===== config.mk =====
export PLATFORM = sky130hd
export DESIGN_NAME = mem_arbiter
export DESIGN_NICKNAME = d
export VERILOG_FILES = /design/src/rtl/mem_arbiter.sv
export SDC_FILE = /design/constraint.sdc
export NUM_CORES = 1
export LEC_CHECK = 0
export BUFFER_PORTS_ARGS = -buffer_cell sky130_fd_sc_hd__buf_4
export CORE_MARGIN = 1.5
export CORE_UTILIZATION = 40
export CTS_BUF_LIST = sky130_fd_sc_hd__clkbuf_8
export DETAILED_ROUTE_END_ITERATION = 7
export PLACE_DENSITY_LB_ADDON = 0.2
export SLEW_MARGIN = 10
export SYNTH_ARGS = -nofsm -noshare
export SYNTH_HDL_FRONTEND = slang
export SYNTH_SLANG_ARGS = --single-unit

===== constraint.sdc =====
create_clock -name clock -period 1.83 [get_ports clock]
set_input_delay 0 -clock clock [delete_from_list [all_inputs] [get_ports clock]]
set_output_delay 0 -clock clock [all_outputs]
set_load 0.03 [all_outputs]

===== src/rtl/mem_arbiter.sv =====
// ============================================================================
// Module   : mem_arbiter
// Purpose  : Fixed-priority (video > CPU > loader) arbiter for the shared RAM
//            port, with loader anti-starvation and a req/ack handshake.
// Options  : `define ARB_WP_EN blocks CPU writes below WP_TOP while wp=1.
// Revision : 1.0 - initial release
// ============================================================================
`default_nettype none

module mem_arbiter #(
  parameter int            AW      = 18,
  parameter int            LATENCY = 1,
  parameter int            STARVE  = 16,
  parameter logic [AW-1:0] WP_TOP  = AW'(18'h04000)
) (
  input  logic          clock,
  input  logic          reset,
  input  logic          vreq,
  input  logic [AW-1:0] va,
  output logic          vack,
  input  logic          creq,
  input  logic          cwr,
  input  logic [AW-1:0] ca,
  input  logic [7:0]    cd,
  output logic          cack,
  input  logic          lreq,
  input  logic          lwr,
  input  logic [AW-1:0] la,
  input  logic [7:0]    ld,
  output logic          lack,
  output logic [7:0]    rq,
  output logic [AW-1:0] ram_a,
  output logic [7:0]    ram_d,
  output logic          ram_we,
  input  logic [7:0]    ram_q,
  output logic          busy,
  input  logic          wp
);

  typedef enum logic [1:0] {
    S_IDLE   = 2'd0,
    S_ACCESS = 2'd1,
    S_DONE   = 2'd2
  } state_t;

  localparam logic [1:0] c_GNT_NONE = 2'd0;
  localparam logic [1:0] c_GNT_V    = 2'd1;
  localparam logic [1:0] c_GNT_C    = 2'd2;
  localparam logic [1:0] c_GNT_L    = 2'd3;
  localparam logic [1:0] c_LAT      = 2'(LATENCY);
  localparam logic [7:0] c_STARVE   = 8'(STARVE);

  state_t        r_state;
  logic [1:0]    r_gnt;
  logic [1:0]    r_cnt;
  logic [7:0]    r_starve;
  logic          r_wr;

  logic [1:0]    w_sel;
  logic [AW-1:0] w_a;
  logic [7:0]    w_d;
  logic          w_wr;
  logic          w_block;
  logic          w_any;

  assign w_any = vreq | creq | lreq;

  // A starved loader outranks everyone; otherwise it only wins when alone.
  always_comb begin
    w_sel = c_GNT_NONE;
    w_a   = '0;
    w_d   = 8'h00;
    w_wr  = 1'b0;
    if (lreq && ((r_starve == c_STARVE) || (!vreq && !creq))) begin
      w_sel = c_GNT_L;
      w_a   = la;
      w_d   = ld;
      w_wr  = lwr;
    end else if (vreq) begin
      w_sel = c_GNT_V;
      w_a   = va;
    end else if (creq) begin
      w_sel = c_GNT_C;
      w_a   = ca;
      w_d   = cd;
      w_wr  = cwr;
    end
  end

`ifdef ARB_WP_EN
  assign w_block = (w_sel == c_GNT_C) && cwr && wp && (ca < WP_TOP);
`else
  logic w_unused_wp;
  assign w_unused_wp = wp;
  assign w_block     = 1'b0;
`endif

  always_ff @(posedge clock or negedge reset) begin
    if (!reset) begin
      r_state  <= S_IDLE;
      r_gnt    <= c_GNT_NONE;
      r_cnt    <= 2'd0;
      r_starve <= 8'd0;
      r_wr     <= 1'b0;
      vack     <= 1'b0;
      cack     <= 1'b0;
      lack     <= 1'b0;
      rq       <= 8'h00;
      ram_a    <= '0;
      ram_d    <= 8'h00;
      ram_we   <= 1'b1;
      busy     <= 1'b0;
    end else begin
      vack <= 1'b0;
      cack <= 1'b0;
      lack <= 1'b0;
      case (r_state)
        S_ACCESS: begin
          ram_we <= 1'b1;
          if (r_cnt == c_LAT) begin
            r_state <= S_DONE;
            if (!r_wr) rq <= ram_q;
            vack <= (r_gnt == c_GNT_V);
            cack <= (r_gnt == c_GNT_C);
            lack <= (r_gnt == c_GNT_L);
          end else begin
            r_cnt <= r_cnt + 2'd1;
          end
        end
        default: begin
          // IDLE and DONE both arbitrate, giving back-to-back grants.
          r_state <= S_IDLE;
          r_gnt   <= c_GNT_NONE;
          busy    <= 1'b0;
          if (!lreq || (w_sel == c_GNT_L)) begin
            r_starve <= 8'd0;
          end else if (r_starve != c_STARVE) begin
            r_starve <= r_starve + 8'd1;
          end
          if (w_any) begin
            r_state <= S_ACCESS;
            r_gnt   <= w_sel;
            r_cnt   <= 2'd0;
            r_wr    <= w_wr;
            ram_a   <= w_a;
            ram_d   <= w_d;
            ram_we  <= ~(w_wr & ~w_block);
            busy    <= 1'b1;
          end
        end
      endcase
    end
  end

endmodule

`default_nettype wire


# [Word-level counts from Yosys, hierarchy flattened]
# Cells that the tools add are included.
[word_totals] register_bits=54 wordCells=73 inputBits=86
[op_classes] bitwise_logic=5 n_addsub=2 eq_ne=10 muxes=30 reduce_logical=13
[op_table] cell="two-way mux 18 bit" count=3
[op_table] cell="two-way mux 8 bit" count=5
[op_table] cell="two-way mux 2 bit" count=9
[op_table] cell="two-way mux 1 bit" count=13
[op_table] cell="adder 8 x 1 -> 8 bit, second input constant" count=1
[op_table] cell="equality test 8 x 5 -> 1 bit, second input constant" count=1
[op_table] cell="inequality test 8 x 5 -> 1 bit, second input constant" count=1
[op_table] cell="equality test 2 x 1 -> 1 bit, second input constant" count=3
[op_table] cell="equality test 2 bit, second input constant" count=3
[op_table] cell="AND reduction 2 bit" count=3
[op_table] cell="inequality test 2 bit, second input constant" count=2
[op_table] cell="nonzero test 2 bit" count=2
[op_table] cell="zero test 1 bit" count=3
[op_table] cell="NOT 1 bit" count=3
[op_table] cell="AND reduction 3 bit" count=1
[op_table] cell="adder 2 x 1 -> 2 bit, second input constant" count=1
[op_table] cell="logical AND 1 bit" count=2
[op_table] cell="logical OR 1 bit" count=2
[op_table] cell="OR 1 bit" count=2

# [Longest topological paths before layout]
[depth] depth_word=9 mapped_depth=7 depth_no_buf=6

# [Worst setup path before layout]
# OpenSTA, ideal clock, no wires.
[synth_path] kind="register -> register" start="register r_starve[0]" end="register ram_d[3]" path_stages_with_launch=8 setup_ps=127 path_slack_ps=95 n_path_buf=1 arrival_time_ps=1608 required_time_ps=1703 cell_sequence="dfrtp_1 inv_1 ha_1 nor4b_4 a41o_4 buf_6 and3_1 a221o_2"
[synth_between] elab_chain_len=4
[synth_lines] item="start, declared" line_no="56" source="logic [7:0] r_starve;"
[synth_lines] item="start signal, assigned" line_no="138" source="r_starve <= r_starve + 8'd1;"
[synth_lines] item="equality test 8 x 5 -> 1 bit" line_no="74" source="if (lreq && ((r_starve == c_STARVE) || (!vreq && !creq))) begin"
[synth_lines] item="logical OR 1 bit" line_no="74"
[synth_lines] item="logical AND 1 bit" line_no="74"
[synth_lines] item="two-way mux 8 bit" line_no="74"
[synth_lines] item="end signal, assigned" line_no="146" source="ram_d <= w_d;"
[synth_lines] item="end, declared" line_no="33" source="output logic [7:0] ram_d,"
# Every way passes these cells.
# A chain may end at the register's enable or synchronous reset.

# [Final worst setup path]
[layout_path] start="register r_starve[0]" end="register ram_a[5]"
[layout_between] elab_chain_len=4
[layout_lines] item="equality test 8 x 5 -> 1 bit" line_no="74"
[layout_lines] item="logical OR 1 bit" line_no="74"
[layout_lines] item="logical AND 1 bit" line_no="74"
[layout_lines] item="two-way mux 18 bit" line_no="74"
[layout_lines] item="end signal, assigned" line_no="145" source="ram_a <= w_a;"
[layout_lines] item="end, declared" line_no="32" source="output logic [AW-1:0] ram_a,"
# Every way passes these cells.

==> flow_summary.json <==
{
  "status": "finished, final reports clean",
  "via_per_inst": 5.30,
  "hpwl_mm": 4.77,
  "period_share": 0.956,
  "totalWireLength_mm": 7.44,
  "yosysTopAreaCell": "dfrtp_1",
  "nFillCells": 528,
  "synth_edf_count": 0,
  "async_reset_ff_frac": 1.00,
  "antenna_found_initial": 0,
  "start_util": 0.416,
  "synth_area_leaders": "dfrtp_1 50%, o31ai_2 8.5%, a221oi_1 5.9%, nor2_1 4.4%, nand2_1 3.7%",
  "yosysSeqAreaShare": 0.510,
  "start_kind": "flip-flop",
  "ff_latch_area_sq_um": 1350,
  "final_cell_area_sq_um": 4090,
  "drtIter0Drc": 112,
  "nets": 475,
  "arrival_ps": 1940,
  "irDropWorstVdd_mv": 1.02,
  "grt_usage": 0.199,
  "syn_area_per_cell_sq_um": 11.2,
  "htree_levels": 2,
  "final_util": 0.640,
  "drive_gt1_frac": 0.499,
  "leakagePower_nw": 1.98,
  "numCtsBuffers": 5,
  "drv_slew": 0,
  "relSlewSlack": 0.300,
  "min_period_ps": 1750,
  "die_w_um": 84.5,
  "worstMarginPinSlew_ps": 1050,
  "dr_total_vias": 2461,
  "placed_area_sq_um": 3690,
  "ys_types": 37,
  "syn_to_final_growth_pct": 53.9,
  "power.density_nw_per_um2": 1450,
  "timing.hold.ws_ps": 12.4,
  "final_cell_mix": "133 x buf_4, 53 x dfrtp_1, 29 x nor2_1",
  "synth-main-ff-cell": "dfrtp_1",
  "ant_nets": 0,
  "synthesis.nets": 327,
  "core_sq_um": 6390,
  "fin_skew_ps": 10.3,
  "io_buffers": 123,
  "route.detailed.drc": 0,
  "num_antenna_cells": 0,
  "multi_input_area_sq_um": 1270,
  "clk_pin_slew_ps": 100,
  "synth_top_area_share": 0.500,
  "endpoint_kind": "flip-flop",
  "drv_cap": 0,
  "finalHoldViolCount": 0,
  "clock-root-buffer": "clkbuf_8",
  "yosys_register_bits": 54,
  "grt_pass1_vias": 2335,
  "p_total_mw": 5.93,
  "cts.sinks": 54,
  "rows": 29,
  "ys.warnings.count": 0,
  "crit_type": "reg -> reg",
  "gr-total-overflow": 0,
  "grt_pass1_wl_mm": 11.3,
  "wl_per_cell_um": 16.0,
  "cts_tree": "done",
  "io_pins": 125,
  "routabilityCongestion": 0.823,
  "setup_viol": 0,
  "fp.dieH_um": 84.5,
  "final_common_cell": "buf_4",
  "netlist_area_sq_um": 2650,
  "path_max_fanout": 20,
  "clockBufferDepth": 2,
  "dieArea_sq_um": 7130,
  "synth_cells": 238,
  "clock.fmax_ghz": 0.572,
  "grt_max_degree": 55,
  "dr.pass1.iters": 4,
  "clk_latency_ps": 310,
  "cp.required_ps": 2020,
  "hold_class": "in -> reg"
}
-- metal layers --
layer	vias up	global-route usage	wire [um]
met2	108	0.349	3730
li1	1184	-	-
met4	0	0.0484	80
met5	-	0	0
met3	8	0.0551	561
met1	1161	0.243	3070
-- final cells by class --
type                            instances  area share
Clock inverter                          3      0.0107
Timing Repair Buffer                  155       0.304
Multi-Input combinational cell        166       0.311
Inverter                                4     0.00368
Tap cell                               77      0.0236
Clock buffer                            5      0.0168
Sequential cell                        54       0.331
-- path summary, 6_finish.rpt --
kind / to / slack [ps] / cells after the start / from
max: ram_a[5] / 80 / 8 / r_starve[0]
min: ram_d[7] / 10 / 3 / ld[7]
max reg2reg: ram_a[5] / 80 / 8 / r_starve[0]
min reg2reg: cack / 490 / 1 / r_gnt[0]
max in group asynchronous: lack / 1100 / 2 / reset
min in group asynchronous: ram_a[6] / 280 / 2 / reset
-- flip-flops by register name (all words and copies together), names as in the netlist --
register	flops
busy	1
vack	1
cack	1
r_starve	8
r_gnt	2
r_wr	1
rq	8
r_cnt	2
ram_a	18
ram_we	1
r_state	2
ram_d	8
lack	1
-- what timing repair did --
item                       CTS  global route
hold endpoints to repair    71             0
buffers inserted             1             1
pin swaps                    1             0
setup endpoints to repair    8            14
gates resized for setup      3             4
gates cloned                 1             2
hold buffers                19             0
-- critical path, stage by stage, from the launching register on --
cell and delay, ps:
dfrtp_1 390, inv_1 100, ha_1 160, nor4b_4 200, buf_6 180, a41oi_2 160
buf_12 230, nor2_1 140, o31ai_2 80
-- where the power goes --
part	switching (mW)	total, mW	internal [mW]
clock	0.400	0.811	0.411
combinational	1.83	3.21	1.38
sequential	0.252	1.90	1.65
total	2.49	5.93	3.44
-- per-stage QoR --
| stage | setup TNS, ps | std cells | setup slack, ps |
|---|---|---|---|
| after floorplan | 0 | 238 | 95.2 |
| after global placement | 0 | 432 | 38.4 |
| after detailed placement | -58.2 | 432 | -20.1 |
| after CTS | 0 | 461 | 21.9 |
| after global routing | -1.23 | 464 | -1.23 |
| final | 0 | 464 | 80.6 |
-- kinds of logic after synthesis --
logic type	Yosys count	synth area share
AO/OA/AOI/OAI	57	0.215
buffers and inverters	21	0.0410
multiplexers	8	0.0339
flip-flops	54	0.510
XOR/XNOR	6	0.0198
adder cells (fa/ha/maj)	3	0.0141
AND/OR/NAND/NOR	89	0.166
-- cells in the mapped netlist, types with 2 or more instances --
cell,number
nor3b_1,4
clkbuf_1,5
o21ai_0,5
nand3_1,5
a221o_2,2
nand2b_1,2
dfrtp_1,53
nand2_1,26
and3_2,7
and3_1,3
a21oi_1,2
inv_1,4
buf_2,9
a221o_1,7
ha_1,3
nand4_1,2
mux2_2,8
nor3_1,2
xnor2_1,2
nor2_1,31
o31ai_2,18
xor2_1,4
a221oi_1,18
nor2b_1,2
buf_6,2
No activity file was read; power rests on OpenSTA's default activity.
